<file path="config.mk">
export PLATFORM = sky130hd
export DESIGN_NAME = cmp_sequencer
export DESIGN_NICKNAME = d
export VERILOG_FILES = /design/src/rtl/cmp_sequencer.sv
export SDC_FILE = /design/constraint.sdc
export NUM_CORES = 1
export LEC_CHECK = 0
export ABC_AREA = 0
export CAP_MARGIN = 15
export CORE_MARGIN = 4
export CORE_UTILIZATION = 35
export CTS_BUF_LIST = sky130_fd_sc_hd__clkbuf_16
export DETAILED_ROUTE_END_ITERATION = 16
export PLACE_DENSITY = 0.63
export SLEW_MARGIN = 40
export SYNTH_ARGS = -nofsm -noshare
export SYNTH_HDL_FRONTEND = slang
export SYNTH_SLANG_ARGS = --single-unit
export TNS_END_PERCENT = 20
</file>
<file path="constraint.sdc">
create_clock -name CLK100MHZ -period 3.7 [get_ports CLK100MHZ]
set_clock_uncertainty 0.2 [all_clocks]
set_input_delay 0.37 -clock CLK100MHZ [delete_from_list [all_inputs] [get_ports CLK100MHZ]]
set_output_delay 0.37 -clock CLK100MHZ [all_outputs]
set_load 0.01 [all_outputs]
</file>
<file path="src/rtl/cmp_sequencer.sv">
// rtl/cmp_sequencer.sv - debounced-button magnitude compare sequencer with RGB result and saturating tallies
//
// Ports:
//   CLK100MHZ  in   system clock, sole clock domain
//   BTNC       in   synchronous active-high reset
//   BTNU       in   raw compare-request button (asynchronous)
//   SW         in   operands: A = SW[WIDTH-1:0], B = SW[2*WIDTH-1:WIDTH]
//   LED16_R    out  lit during SHOW when A == B
//   LED16_B    out  lit during SHOW when A > B
//   LED16_G    out  lit during SHOW when A < B
//   LED        out  {lt_tally, eq_tally, gt_tally}, gt_tally in the LSBs
//   busy       out  high whenever the sequencer is not idle
module cmp_sequencer #(
    parameter int WIDTH           = 2,
    parameter int DEBOUNCE_CYCLES = 1000000,
    parameter int HOLD_CYCLES     = 100000000,
    parameter int TALLY_W         = 4
) (
    input  logic                   CLK100MHZ,
    input  logic                   BTNC,
    input  logic                   BTNU,
    input  logic [2*WIDTH-1:0]     SW,
    output logic                   LED16_R,
    output logic                   LED16_B,
    output logic                   LED16_G,
    output logic [3*TALLY_W-1:0]   LED,
    output logic                   busy
);

    localparam int DB_W   = $clog2(DEBOUNCE_CYCLES + 1);
    localparam int HOLD_W = (HOLD_CYCLES > 1) ? $clog2(HOLD_CYCLES) : 1;

    localparam logic [DB_W-1:0]    DB_MAX    = DB_W'(DEBOUNCE_CYCLES);
    localparam logic [DB_W-1:0]    DB_FIRE   = DB_W'(DEBOUNCE_CYCLES - 1);
    localparam logic [HOLD_W-1:0]  HOLD_LOAD = HOLD_W'(HOLD_CYCLES - 1);
    localparam logic [TALLY_W-1:0] TALLY_MAX = {TALLY_W{1'b1}};

    typedef enum logic [1:0] {
        S_IDLE,
        S_CAPTURE,
        S_COMPARE,
        S_SHOW
    } state_t;

    state_t state;
    state_t state_n;

    // Two-flop synchronizer for the raw button.
    logic btn_m;
    logic btn_s;

    // sync_fill[1] is set once btn_s holds a sample taken after reset; until
    // then btn_s is just the cleared reset value and says nothing about the pin.
    logic [1:0] sync_fill;

    // A button held through reset must be seen released before it may fire,
    // otherwise the reset press itself would immediately start a compare.
    logic armed;

    logic [DB_W-1:0] db_cnt;
    logic            press_pulse;

    logic [WIDTH-1:0]   a_q;
    logic [WIDTH-1:0]   b_q;
    logic               res_gt;
    logic               res_eq;
    logic               res_lt;
    logic [TALLY_W-1:0] gt_tally;
    logic [TALLY_W-1:0] eq_tally;
    logic [TALLY_W-1:0] lt_tally;
    logic [HOLD_W-1:0]  hold_cnt;

    always_ff @(posedge CLK100MHZ) begin
        if (BTNC) begin
            btn_m     <= 1'b0;
            btn_s     <= 1'b0;
            sync_fill <= 2'b00;
        end else begin
            btn_m     <= BTNU;
            btn_s     <= btn_m;
            sync_fill <= {sync_fill[0], 1'b1};
        end
    end

    always_ff @(posedge CLK100MHZ) begin
        if (BTNC) begin
            armed <= 1'b0;
        end else if (sync_fill[1] && !btn_s) begin
            armed <= 1'b1;
        end
    end

    // Counter saturates so a long hold yields a single pulse; it runs in every
    // state, so a press that matured while busy is already spent on return to idle.
    always_ff @(posedge CLK100MHZ) begin
        if (BTNC || !btn_s) begin
            db_cnt <= '0;
        end else if (db_cnt != DB_MAX) begin
            db_cnt <= db_cnt + 1'b1;
        end
    end

    assign press_pulse = btn_s && armed && (db_cnt == DB_FIRE);

    always_ff @(posedge CLK100MHZ) begin
        if (BTNC) begin
            state <= S_IDLE;
        end else begin
            state <= state_n;
        end
    end

    always_comb begin
        state_n = state;
        case (state)
            S_IDLE:    if (press_pulse) state_n = S_CAPTURE;
            S_CAPTURE: state_n = S_COMPARE;
            S_COMPARE: state_n = S_SHOW;
            S_SHOW:    if (hold_cnt == '0) state_n = S_IDLE;
            default:   state_n = S_IDLE;
        endcase
    end

    always_ff @(posedge CLK100MHZ) begin
        if (BTNC) begin
            a_q      <= '0;
            b_q      <= '0;
            res_gt   <= 1'b0;
            res_eq   <= 1'b0;
            res_lt   <= 1'b0;
            gt_tally <= '0;
            eq_tally <= '0;
            lt_tally <= '0;
            hold_cnt <= '0;
        end else begin
            case (state)
                S_CAPTURE: begin
                    a_q <= SW[WIDTH-1:0];
                    b_q <= SW[2*WIDTH-1:WIDTH];
                end
                S_COMPARE: begin
                    res_gt   <= (a_q > b_q);
                    res_eq   <= (a_q == b_q);
                    res_lt   <= (a_q < b_q);
                    hold_cnt <= HOLD_LOAD;
                    if (a_q > b_q) begin
                        if (gt_tally != TALLY_MAX) gt_tally <= gt_tally + 1'b1;
                    end else if (a_q == b_q) begin
                        if (eq_tally != TALLY_MAX) eq_tally <= eq_tally + 1'b1;
                    end else begin
                        if (lt_tally != TALLY_MAX) lt_tally <= lt_tally + 1'b1;
                    end
                end
                S_SHOW: begin
                    if (hold_cnt != '0) hold_cnt <= hold_cnt - 1'b1;
                end
                default: begin
                end
            endcase
        end
    end

    // The result flags are one-hot by construction, so gating with the state
    // keeps the RGB outputs mutually exclusive and dark outside SHOW.
    assign LED16_R = (state == S_SHOW) && res_eq;
    assign LED16_B = (state == S_SHOW) && res_gt;
    assign LED16_G = (state == S_SHOW) && res_lt;
    assign LED     = {lt_tally, eq_tally, gt_tally};
    assign busy    = (state != S_IDLE);

endmodule

</file>
======== After elaboration in Yosys (flattened, before gate mapping) ========
Cells that the tools add are included.
storage, ports and cells
  register bits after elaboration ......... 73
  input bits .............................. 7
  output and inout port bits .............. 16
  word-level logic and storage cells ...... 61
cells by class
  $add $sub $neg .......................... 5
  order comparisons ....................... 2
  eq/ne operators ......................... 12
  mux-type cells .......................... 6
  bitwise operators ....................... 2
  reductions and logical operators ........ 18
operator list
  cell                                                  number
  one-hot mux 27 bit (2 select lines)                   1
  zero test 27 bit                                      1
  two-way mux 27 bit                                    1
  nonzero test 27 bit                                   1
  subtractor 27 x 1 -> 27 bit (second input constant)   1
  adder 20 x 1 -> 20 bit (second input constant)        1
  equality test 20 bit (second input constant)          1
  != test 20 bit (second input constant)                1
  adder 4 x 1 -> 4 bit (second input constant)          3
  != test 4 bit (second input constant)                 3
  one-hot mux 2 bit (4 select lines)                    1
  AND reduction 4 bit                                   2
  logical AND 1 bit                                     6
  != test 2 bit (second input constant)                 3
  equality test 2 bit (second input constant)           2
  two-way mux 2 bit                                     2
  AND reduction 2 bit                                   2
  nonzero test 2 bit                                    2
  AND reduction 3 bit                                   1
  equality test 2 x 1 -> 1 bit (second input constant)  1
  equality test 2 bit                                   1
  greater-than comparator 2 bit                         1
  zero test 2 bit                                       1
  less-than comparator 2 bit                            1
  4 further kinds                                       5

======== Logic depth before layout (Yosys ltp) ========
Gate-level depths: netlist (run 1).
  depth after elaboration ................. 4
  mapped depth ............................ 8
  gate-level depth less buffers ........... 7

======== Worst setup path before layout (run 1) ========
Ideal clock, no wire load.
  path type ............................... flip-flop to flip-flop
  start point ............................. register hold_cnt[0]
  end point ............................... register hold_cnt[19]
  setup time .............................. 0.125 ns
  arrival time ............................ 2.064 ns
  slack ................................... 1.311 ns
  stages on the path, launching flop included .. 8
  buffers on the path ..................... 0
  cells stage by stage .................... dfxtp_1 -> inv_1 -> ha_1 -> or4b_1 -> or3_1 -> o31ai_2 -> or4_1 -> a21oi_1
on the way
  cells in the longest elaborated chain, start to end .. 3
  elaborated cells between the ends (all ways) .. 6
RTL lines
  element                                                                     line  RTL
  start: declaration                                                          71    logic [HOLD_W-1:0] hold_cnt;
  start signal: assignment                                                    155   if (hold_cnt != '0) hold_cnt <= hold_cnt - 1'b1;
  subtractor 27 x 1 -> 27 bit or nonzero test 27 bit (tied branches)          155
  two-way mux 27 bit or != test 2 bit (tied branches)                         --
  one-hot mux 27 bit (2 select lines) or AND reduction 2 bit (tied branches)  --
Parallel ways exist; a longest one is shown, timed or not. The select of a mux whose other input is x is not followed.
A chain may end at the register's enable or synchronous reset.

======== Worst setup path after layout (run 1) ========
  start point ............................. register hold_cnt[0]
  end point ............................... register hold_cnt[17]
The elaborated chain is that of the path after synthesis.

==> reports/metrics.cfg, run 1 <==
[floorplanning]
die_area_um2 = 11800
initial_core_util = 0.361
row_count = 36
dieWidth_um = 108
die_h_um = 108
core-area_um2 = 9770
io-pin-count = 23

[yosys]
synth.largest_area_cell = dfxtp_1
syn_area_um2 = 3530
yosysUniqueCellTypes = 53
synth_common_cells = dfxtp_1 (73), nor2_1 (48), a21oi_1 (20), nand2_1 (20), inv_1 (19)
synth_edf_count = 0
synth.ff_latch_count = 73
syn_nets = 420
synth.top_cell.area_share = 0.414
synth_most_common_cell = dfxtp_1
yosysWarnings = 0
syn_inst = 401
ys.flop_type = dfxtp_1
avgSynthCellArea_um2 = 8.80
synth_area_leaders = dfxtp_1 (41%), nor2_1 (5.1%), ha_1 (4.3%), xnor2_1 (3.7%), mux2i_1 (3.4%)
async_reset_ff_frac = 0
seq_area_frac_synth = 0.414

[timing]
relSlewSlack = 0.509
setup_violations = 0
rsz0062_at_grt = no
tns_ns = 0
hold_viol_final = 0
fin_crit_sh = 0.708
drv_slew = 0
fmax_mhz = 382
period_minus_slack_ns = 2.62
holdWs_ns = 0.241
worst_pin_slew_ns = 0.734

[flow_run]
drv_cap = 0

[setup_path]
worst_path_max_delay_cell = or4b_1
max_stage_delay_ns = 0.53
worst-setup-path-type = flip-flop to flip-flop
start_kind = flip-flop
critPathRequiredTime_ns = 3.72
path_cells = inv_1 -> ha_1 -> or4b_1 -> or3_1 -> o31ai_2 -> or4_1 -> a21oi_1
cp_max_fo = 8
worst_setup_path_end_kind = flip-flop
cp.arrival_ns = 2.64
reg2reg_depth = 7

[clock_network]
clk_pin_slew_ns = 0.06
cts_tree = built
clk-insertion-delay-late_ns = 0.33
cts_max_path_buffers = 2
cts_buffers = 9
post-cts-setup-buffers = 0
clkSinkCount = 73
cts-root-buf = clkbuf_16
cts_max_level = 3
cts_resized = 0
hold_buffers = 0

[drt]
vias_per_cell = 5.22
drtAntennaViolNets = 0
drc = 0
drt_iter0_drc = 156
dr_total_vias = 2919
wl_per_cell_um = 13.3
drt_wl_total_um = 7410
first_pass_iters = 5

[global_routing]
grt_util_all_layers = 0.137
grt_pass1_wl_um = 12800
grt_max_degree = 45
grt_pass1_vias = 2662
grt_antenna_before_repair = 0
globalRoute.totalOverflow = 0

[power]
power-per-cell-area_nw_per_um2 = 402
ir_drop_mv = 0.276
leakage_nw = 1.44

[hold_path]
hold_path_class = flip-flop to flip-flop
hold_path_depth = 1

[outcome]
status = completed

[layout]
areaGrowthSynthToFinish_pct = 18.2
final_util = 0.427
layout.nets = 440
layout-drive-gt1-share = 0.0681
diodes = 0
fill_cells = 969
fin_cells = 559

[placed_design]
dpl.cell_count = 543
gp_congestion = 0.752
dp_hpwl_um = 5050
io_buffers = 22

[metal layers]
layer | vias to the layer above | share of wire | global-route usage
met4 | 0 | 0.013 | 0.0568
li1 | 1500 | - | -
met2 | 74 | 0.44 | 0.207
met5 | - | 0 | 0
met3 | 6 | 0.062 | 0.0478
met1 | 1339 | 0.48 | 0.179
[cells by family after synthesis]
family	after synthesis	share of synthesized area
compound gates	70	0.133
fa+ha+maj	12	0.0426
mux	12	0.0340
flops	73	0.414
simple gates	173	0.274
xor+xnor	26	0.0645
buf+inv	35	0.0376
[cells in the final DEF (no fill, tap or decap), drive strengths merged, types with 13 or more instances in the layout]
cell / Yosys / final
xnor2: 15 / 15
o31ai: 13 / 13
inv: 19 / 20
or3: 18 / 18
a21oi: 20 / 20
clkdlybuf4s50: 0 / 22
or4: 13 / 13
nand3: 13 / 13
nand2: 20 / 20
nor3: 15 / 15
dfxtp: 73 / 73
nor2: 48 / 48
[registers in the layout (all words and copies together), names as in the netlist, 2 cells and up]
signal,flops
hold_cnt,27
db_cnt,20
eq_tally,4
gt_tally,4
lt_tally,4
a_q,2
b_q,2
state,2
sync_fill,2
[layout make-up]
cell class	count	area (µm²)	area share
multi-input cells	293	1940	0.464
flip-flops and latches	73	1460	0.351
repair buffers	24	235	0.0564
clock buffers	9	225	0.0540
well taps	133	166	0.0399
inverters	20	75.1	0.0180
clock inverters	7	70.1	0.0168
[path summary, 6_finish.rpt]
check,start,endpoint,slack (ns)
worst max-delay path,hold_cnt[0],hold_cnt[17],1.08
worst min-delay path,btn_m,btn_s,0.24
worst max register to register,hold_cnt[0],hold_cnt[17],1.08
worst min register to register,btn_m,btn_s,0.24
[stage by stage]
step                instance area, µm²  worst slack (ns)  power [mW]
global route                      4170             0.877        1.74
CTS                               4170              1.04        1.70
detailed placement                3870              1.08       0.833
floorplan                         3530              1.31       0.822
finish                            4170              1.08        1.68
global placement                  3870              1.07       0.833
[power by group]
group | internal, mW | total [mW] | switching, mW
Clock | 0.521 | 0.860 | 0.339
Combinational | 0.00973 | 0.0248 | 0.0151
Sequential | 0.789 | 0.791 | 0.00135
Total | 1.32 | 1.68 | 0.356
[worst max-delay path: cells and delay by family (launching register included)]
family,cells,cell delay [ns]
adder cells (fa/ha/maj),1,0.20
buffers and inverters,1,0.08
flip-flops,1,0.33
AND/OR/NAND/NOR,3,1.11
AO/OA/AOI/OAI,2,0.57
Note: power is estimated with default switching activity, not from simulation.
==> inputs of run 2 (changes only) <==
==> constraint.sdc (replaced) <==
create_clock -name CLK100MHZ -period 2.6 [get_ports CLK100MHZ]
set_clock_uncertainty 0.2 [all_clocks]
set_input_delay 0.26 -clock CLK100MHZ [delete_from_list [all_inputs] [get_ports CLK100MHZ]]
set_output_delay 0.26 -clock CLK100MHZ [all_outputs]
set_load 0.01 [all_outputs]
==> run 2 against run 1 <==
  * Sequential cell count unchanged
  * Critical path depth up 1
  * Non-clock buffer count up 14
  * Combinational power up 44%
  * Die area unchanged
  * Power up 45%
  * Via count up 2.8%
  * Register-to-register slack worse by 0.94 ns
  * Critical path type unchanged
  * Critical endpoint is now hold_cnt[19]
  * Highest routed layer unchanged
==> reports/metrics.cfg, run 2 (synthesis results as in run 1) <==
[outcome]
status = completed

[timing]
worst_pin_slew_ns = 0.679
fin_crit_sh = 0.947
tns_ns = 0
rsz0062_at_grt = no
drv_slew = 0
setup_ws_ns = 0.138
hold_viol_final = 0
fmax_mhz = 406
relSlewSlack = 0.547
setup_violations = 0
holdWs_ns = 0.237
period_minus_slack_ns = 2.46

[setup_path]
worstReg2RegStart = hold_cnt[0]
cp_max_fo = 8
worst-setup-path-type = flip-flop to flip-flop
critPathRequiredTime_ns = 2.61
start_kind = flip-flop
crit_path_start = hold_cnt[0]
cp.arrival_ns = 2.48
worst_setup_path_end_kind = flip-flop

[clock_network]
clk_pin_slew_ns = 0.06
cts-root-buf = clkbuf_16
cts_buffers = 9
clkSinkCount = 73
post-cts-setup-buffers = 0
hold_buffers = 0
cts_max_path_buffers = 2
cts_tree = built
cts_max_level = 3
clk-insertion-delay-late_ns = 0.33

[global_routing]
grt_pass1_wl_um = 13500
grt_pass1_vias = 2851
grt_max_degree = 39
globalRoute.totalOverflow = 0
grt_util_all_layers = 0.145
grt_antenna_before_repair = 0

[drt]
drtAntennaViolNets = 0
vias_per_cell = 5.24
dr_total_vias = 3000
wl_per_cell_um = 13.7
drc = 0
drt_wl_total_um = 7840
drt_iter0_drc = 252
first_pass_iters = 4

[layout]
layout-drive-gt1-share = 0.0934
reg_top3 = hold_cnt: 27 flops, db_cnt: 20 flops
largest_register_ffs = 27
layout.nets = 454
top_register = hold_cnt
layout_commonest_cell = dfxtp_1
areaGrowthSynthToFinish_pct = 21.6
diodes = 0
final_util = 0.439
layout_common_cells = dfxtp_1 (73), nor2_1 (48), clkdlybuf4s50_1 (22)

[power]
pwr-share-comb = 0.015
power-per-cell-area_nw_per_um2 = 566
leakage_nw = 1.52
p_int_mw = 1.96
ir_drop_mv = 0.336
power_frac_seq = 0.463
power_switching_mw = 0.471
swShare = 0.194
p_clk_frac = 0.522

[placed_design]
io_buffers = 22
gp_congestion = 0.800
post-place-ws_ns = 0.147
dp_hpwl_um = 5430

[floorplanning]
core-area_um2 = 9770
io-pin-count = 23
dieWidth_um = 108
die_h_um = 108
die_area_um2 = 11800
initial_core_util = 0.361
row_count = 36

[hold_path]
hold_path_class = flip-flop to flip-flop
hp-start = sync_fill[0]

[flow_run]
drv_cap = 0

## run 2: layout make-up
| type | count | area (µm²) |
|---|---|---|
| fillers | 973 | 5480 |
| multi-input cells | 293 | 1950 |
| flip-flops and latches | 73 | 1460 |
| repair buffers | 38 | 340 |
| clock buffers | 9 | 225 |
| well taps | 133 | 166 |
| clock inverters | 6 | 76.3 |
| inverters | 20 | 75.1 |
## run 2: timing repair
item,in CTS,in global routing
resized for setup,0,2
endpoints found under the hold margin,0,0
setup endpoints to repair,0,13
## run 2: path summary, 6_finish.rpt
check / end / slack (ns) / depth (start not counted)
setup / recovery: hold_cnt[19] / 0.14 / 8
hold / removal: sync_fill[1] / 0.24 / 1
setup reg to reg: hold_cnt[19] / 0.14 / 8
hold reg to reg: sync_fill[1] / 0.24 / 1
## run 2: worst max-delay path: stages, from the launching register on
cell,delay [ns]
dfxtp_1,0.32
inv_1,0.08
ha_1,0.21
or4b_1,0.53
or3_1,0.40
o31ai_2,0.25
buf_4,0.18
or4_1,0.11
a21oi_1,0.06
## run 2: power groups by stage
| stage | Combinational, mW | Sequential (mW) | Clock [mW] |
|---|---|---|---|
| finish | 0.0358 | 1.13 | 1.27 |
| global route | 0.0397 | 1.13 | 1.36 |
| CTS | 0.0362 | 1.13 | 1.30 |
| detailed placement | 0.0360 | 1.15 | 0 |
| global placement | 0.0354 | 1.15 | 0 |
| floorplan | 0.0200 | 1.15 | 0 |
## run 2: per-layer routing
layer  vias up  wire [µm]  track usage
met5         -          0            0
met4         0        145       0.0694
met3        10        275       0.0400
met2        40       3550        0.221
met1      1425       3870        0.189
li1       1525          -            -
## run 2: stage by stage
stage	cells	instance area, µm²	power (mW)
floorplan	401	3530	1.17
global placement	557	3980	1.19
detailed placement	557	3980	1.19
CTS	572	4280	2.46
global route	572	4290	2.52
finish	572	4290	2.43
==> inputs of run 3 (changes only) <==
--- a/config.mk
+++ b/config.mk
@@ -8,10 +8,10 @@
 export ABC_AREA = 0
 export CAP_MARGIN = 15
 export CORE_MARGIN = 4
-export CORE_UTILIZATION = 35
+export CORE_UTILIZATION = 45
 export CTS_BUF_LIST = sky130_fd_sc_hd__clkbuf_16
 export DETAILED_ROUTE_END_ITERATION = 16
-export PLACE_DENSITY = 0.63
+export PLACE_DENSITY = 0.74
 export SLEW_MARGIN = 40
 export SYNTH_ARGS = -nofsm -noshare
 export SYNTH_HDL_FRONTEND = slang
==> run 3 against run 2 <==
  * Die area fell by 21%
  * Power fell by 3.7%
  * Fmax fell by 0.94%
  * Count of clock-buffer cells in the layout did not move
  * Critical endpoint is now hold_cnt[21]
  * Largest cell class unchanged
==> reports/metrics.cfg, run 3 (synthesis results as in run 1) <==
[setup_path]
reg2reg_to = hold_cnt[21]
critPathRequiredTime_ns = 2.65
worstReg2RegStart = hold_cnt[2]
cp.arrival_ns = 2.53
cp_common_cell = or4_1
crit_family = simple AND/OR/NAND/NOR gates
reg2reg_slack_ns = 0.12
reg2reg_depth = 5
worst-setup-path-type = flip-flop to flip-flop
worst_setup_path_end_kind = flip-flop
cp_max_fo = 8
cp_num_buf_inv = 0
start_kind = flip-flop
worst_path_max_delay_cell = or4_1
path_cells = or4_1 -> nor3_1 -> nand3_2 -> or4_1 -> a31oi_1
max_stage_delay_ns = 0.58

[drt]
drt_wl_total_um = 7370
first_pass_iters = 4
drtAntennaViolNets = 0
drt_iter0_drc = 113
wl_per_cell_um = 13.7
dr_total_vias = 3044
vias_per_cell = 5.68
drc = 0

[placed_design]
gp_congestion = 0.870
io_buffers = 22
dp_hpwl_um = 4970
post-place-ws_ns = 0.0628

[clock_network]
hold_buffers = 0
clk_pin_slew_ns = 0.05
cts_tree = built
cts-root-buf = clkbuf_16
cts_buffers = 9
clkSinkCount = 73
cts_max_path_buffers = 2
cts_max_level = 3
post-cts-setup-buffers = 0
clk-insertion-delay-late_ns = 0.32

[layout]
fill_cells = 702
final_util = 0.549
areaGrowthSynthToFinish_pct = 19.6
layout-drive-gt1-share = 0.0829
top_register = hold_cnt
reg_top3 = hold_cnt: 27 flops, db_cnt: 20 flops
layout_common_cells = dfxtp_1 (73), nor2_1 (48), clkdlybuf4s50_1 (22)
largest_register_ffs = 27
layout.nets = 448
diodes = 0
layout_commonest_cell = dfxtp_1

[floorplanning]
dieWidth_um = 96.6
die_h_um = 96.6
row_count = 32
core-area_um2 = 7690
initial_core_util = 0.459
io-pin-count = 23
die_area_um2 = 9320

[power]
pwr-share-comb = 0.015
power-per-cell-area_nw_per_um2 = 554
swShare = 0.201
power_frac_seq = 0.481
p_int_mw = 1.87
power_switching_mw = 0.469
ir_drop_mv = 0.358
leakage_nw = 1.48
p_clk_frac = 0.503

[hold_path]
hold_path_depth = 1
hold_path_class = flip-flop to flip-flop
holdPathEnd = btn_s
hp-start = btn_m

[global_routing]
grt_antenna_before_repair = 0
grt_max_degree = 25
grt_pass1_vias = 2820
grt_pass1_wl_um = 12300
grt_util_all_layers = 0.166
globalRoute.totalOverflow = 0

[timing]
setup_violations = 0
setup_ws_ns = 0.115
period_minus_slack_ns = 2.48
hold_viol_final = 0
holdWs_ns = 0.239
fmax_mhz = 402
drv_slew = 0
relSlewSlack = 0.545
tns_ns = 0
rsz0062_at_grt = no
worst_pin_slew_ns = 0.680
fin_crit_sh = 0.956

[outcome]
status = completed

[flow_run]
drv_cap = 0

==> run 3: final cells by class <==
type | count | area (µm²) | area share
clock buffer | 9 | 225 | 0.0534
clock inverter | 7 | 63.8 | 0.0151
multi-input combinational | 293 | 1970 | 0.467
tap | 102 | 128 | 0.0302
timing repair buffer | 32 | 295 | 0.0700
inverter | 20 | 75.1 | 0.0178
sequential | 73 | 1460 | 0.346
==> run 3: layer usage <==
| layer | GRT usage | vias up | wire length [µm] |
|---|---|---|---|
| met5 | 0 | - | 0 |
| met4 | 0.0526 | 0 | 68 |
| met3 | 0.0442 | 7 | 379 |
| met2 | 0.270 | 75 | 3440 |
| met1 | 0.214 | 1436 | 3480 |
| li1 | - | 1526 | - |
==> run 3: power by group through the flow <==
stage	clock, mW	combinational, mW	sequential [mW]
floorplan	0	0.0200	1.15
global placement	0	0.0360	1.15
detailed placement	0	0.0361	1.15
CTS	1.20	0.0367	1.13
global route	1.25	0.0397	1.13
finish	1.18	0.0362	1.13
==> run 3: how the worst max path moves through the flow <==
stage | startpoint | slack, ns | to | depth (start not counted)
global route | hold_cnt[0] | 0.003 | hold_cnt[17] | 5
detailed placement | hold_cnt[0] | 0.06 | hold_cnt[9] | 7
global placement | hold_cnt[0] | 0.15 | hold_cnt[19] | 7
CTS | hold_cnt[0] | 0.06 | hold_cnt[9] | 7
finish | hold_cnt[2] | 0.12 | hold_cnt[21] | 5
floorplan | hold_cnt[0] | 0.21 | hold_cnt[19] | 7
==> run 3: through the flow <==
step,cells,power [mW],area (µm²)
after floorplan,401,1.17,3530
after global placement,520,1.19,3890
after detailed placement,520,1.19,3890
after CTS,536,2.36,4180
after global routing,536,2.41,4220
final,536,2.34,4220
==> run 3: what timing repair did <==
item,4_1_cts,5_1_grt
endpoints found under the hold margin,0,0
gates resized for setup,0,5
setup endpoints to repair,0,10
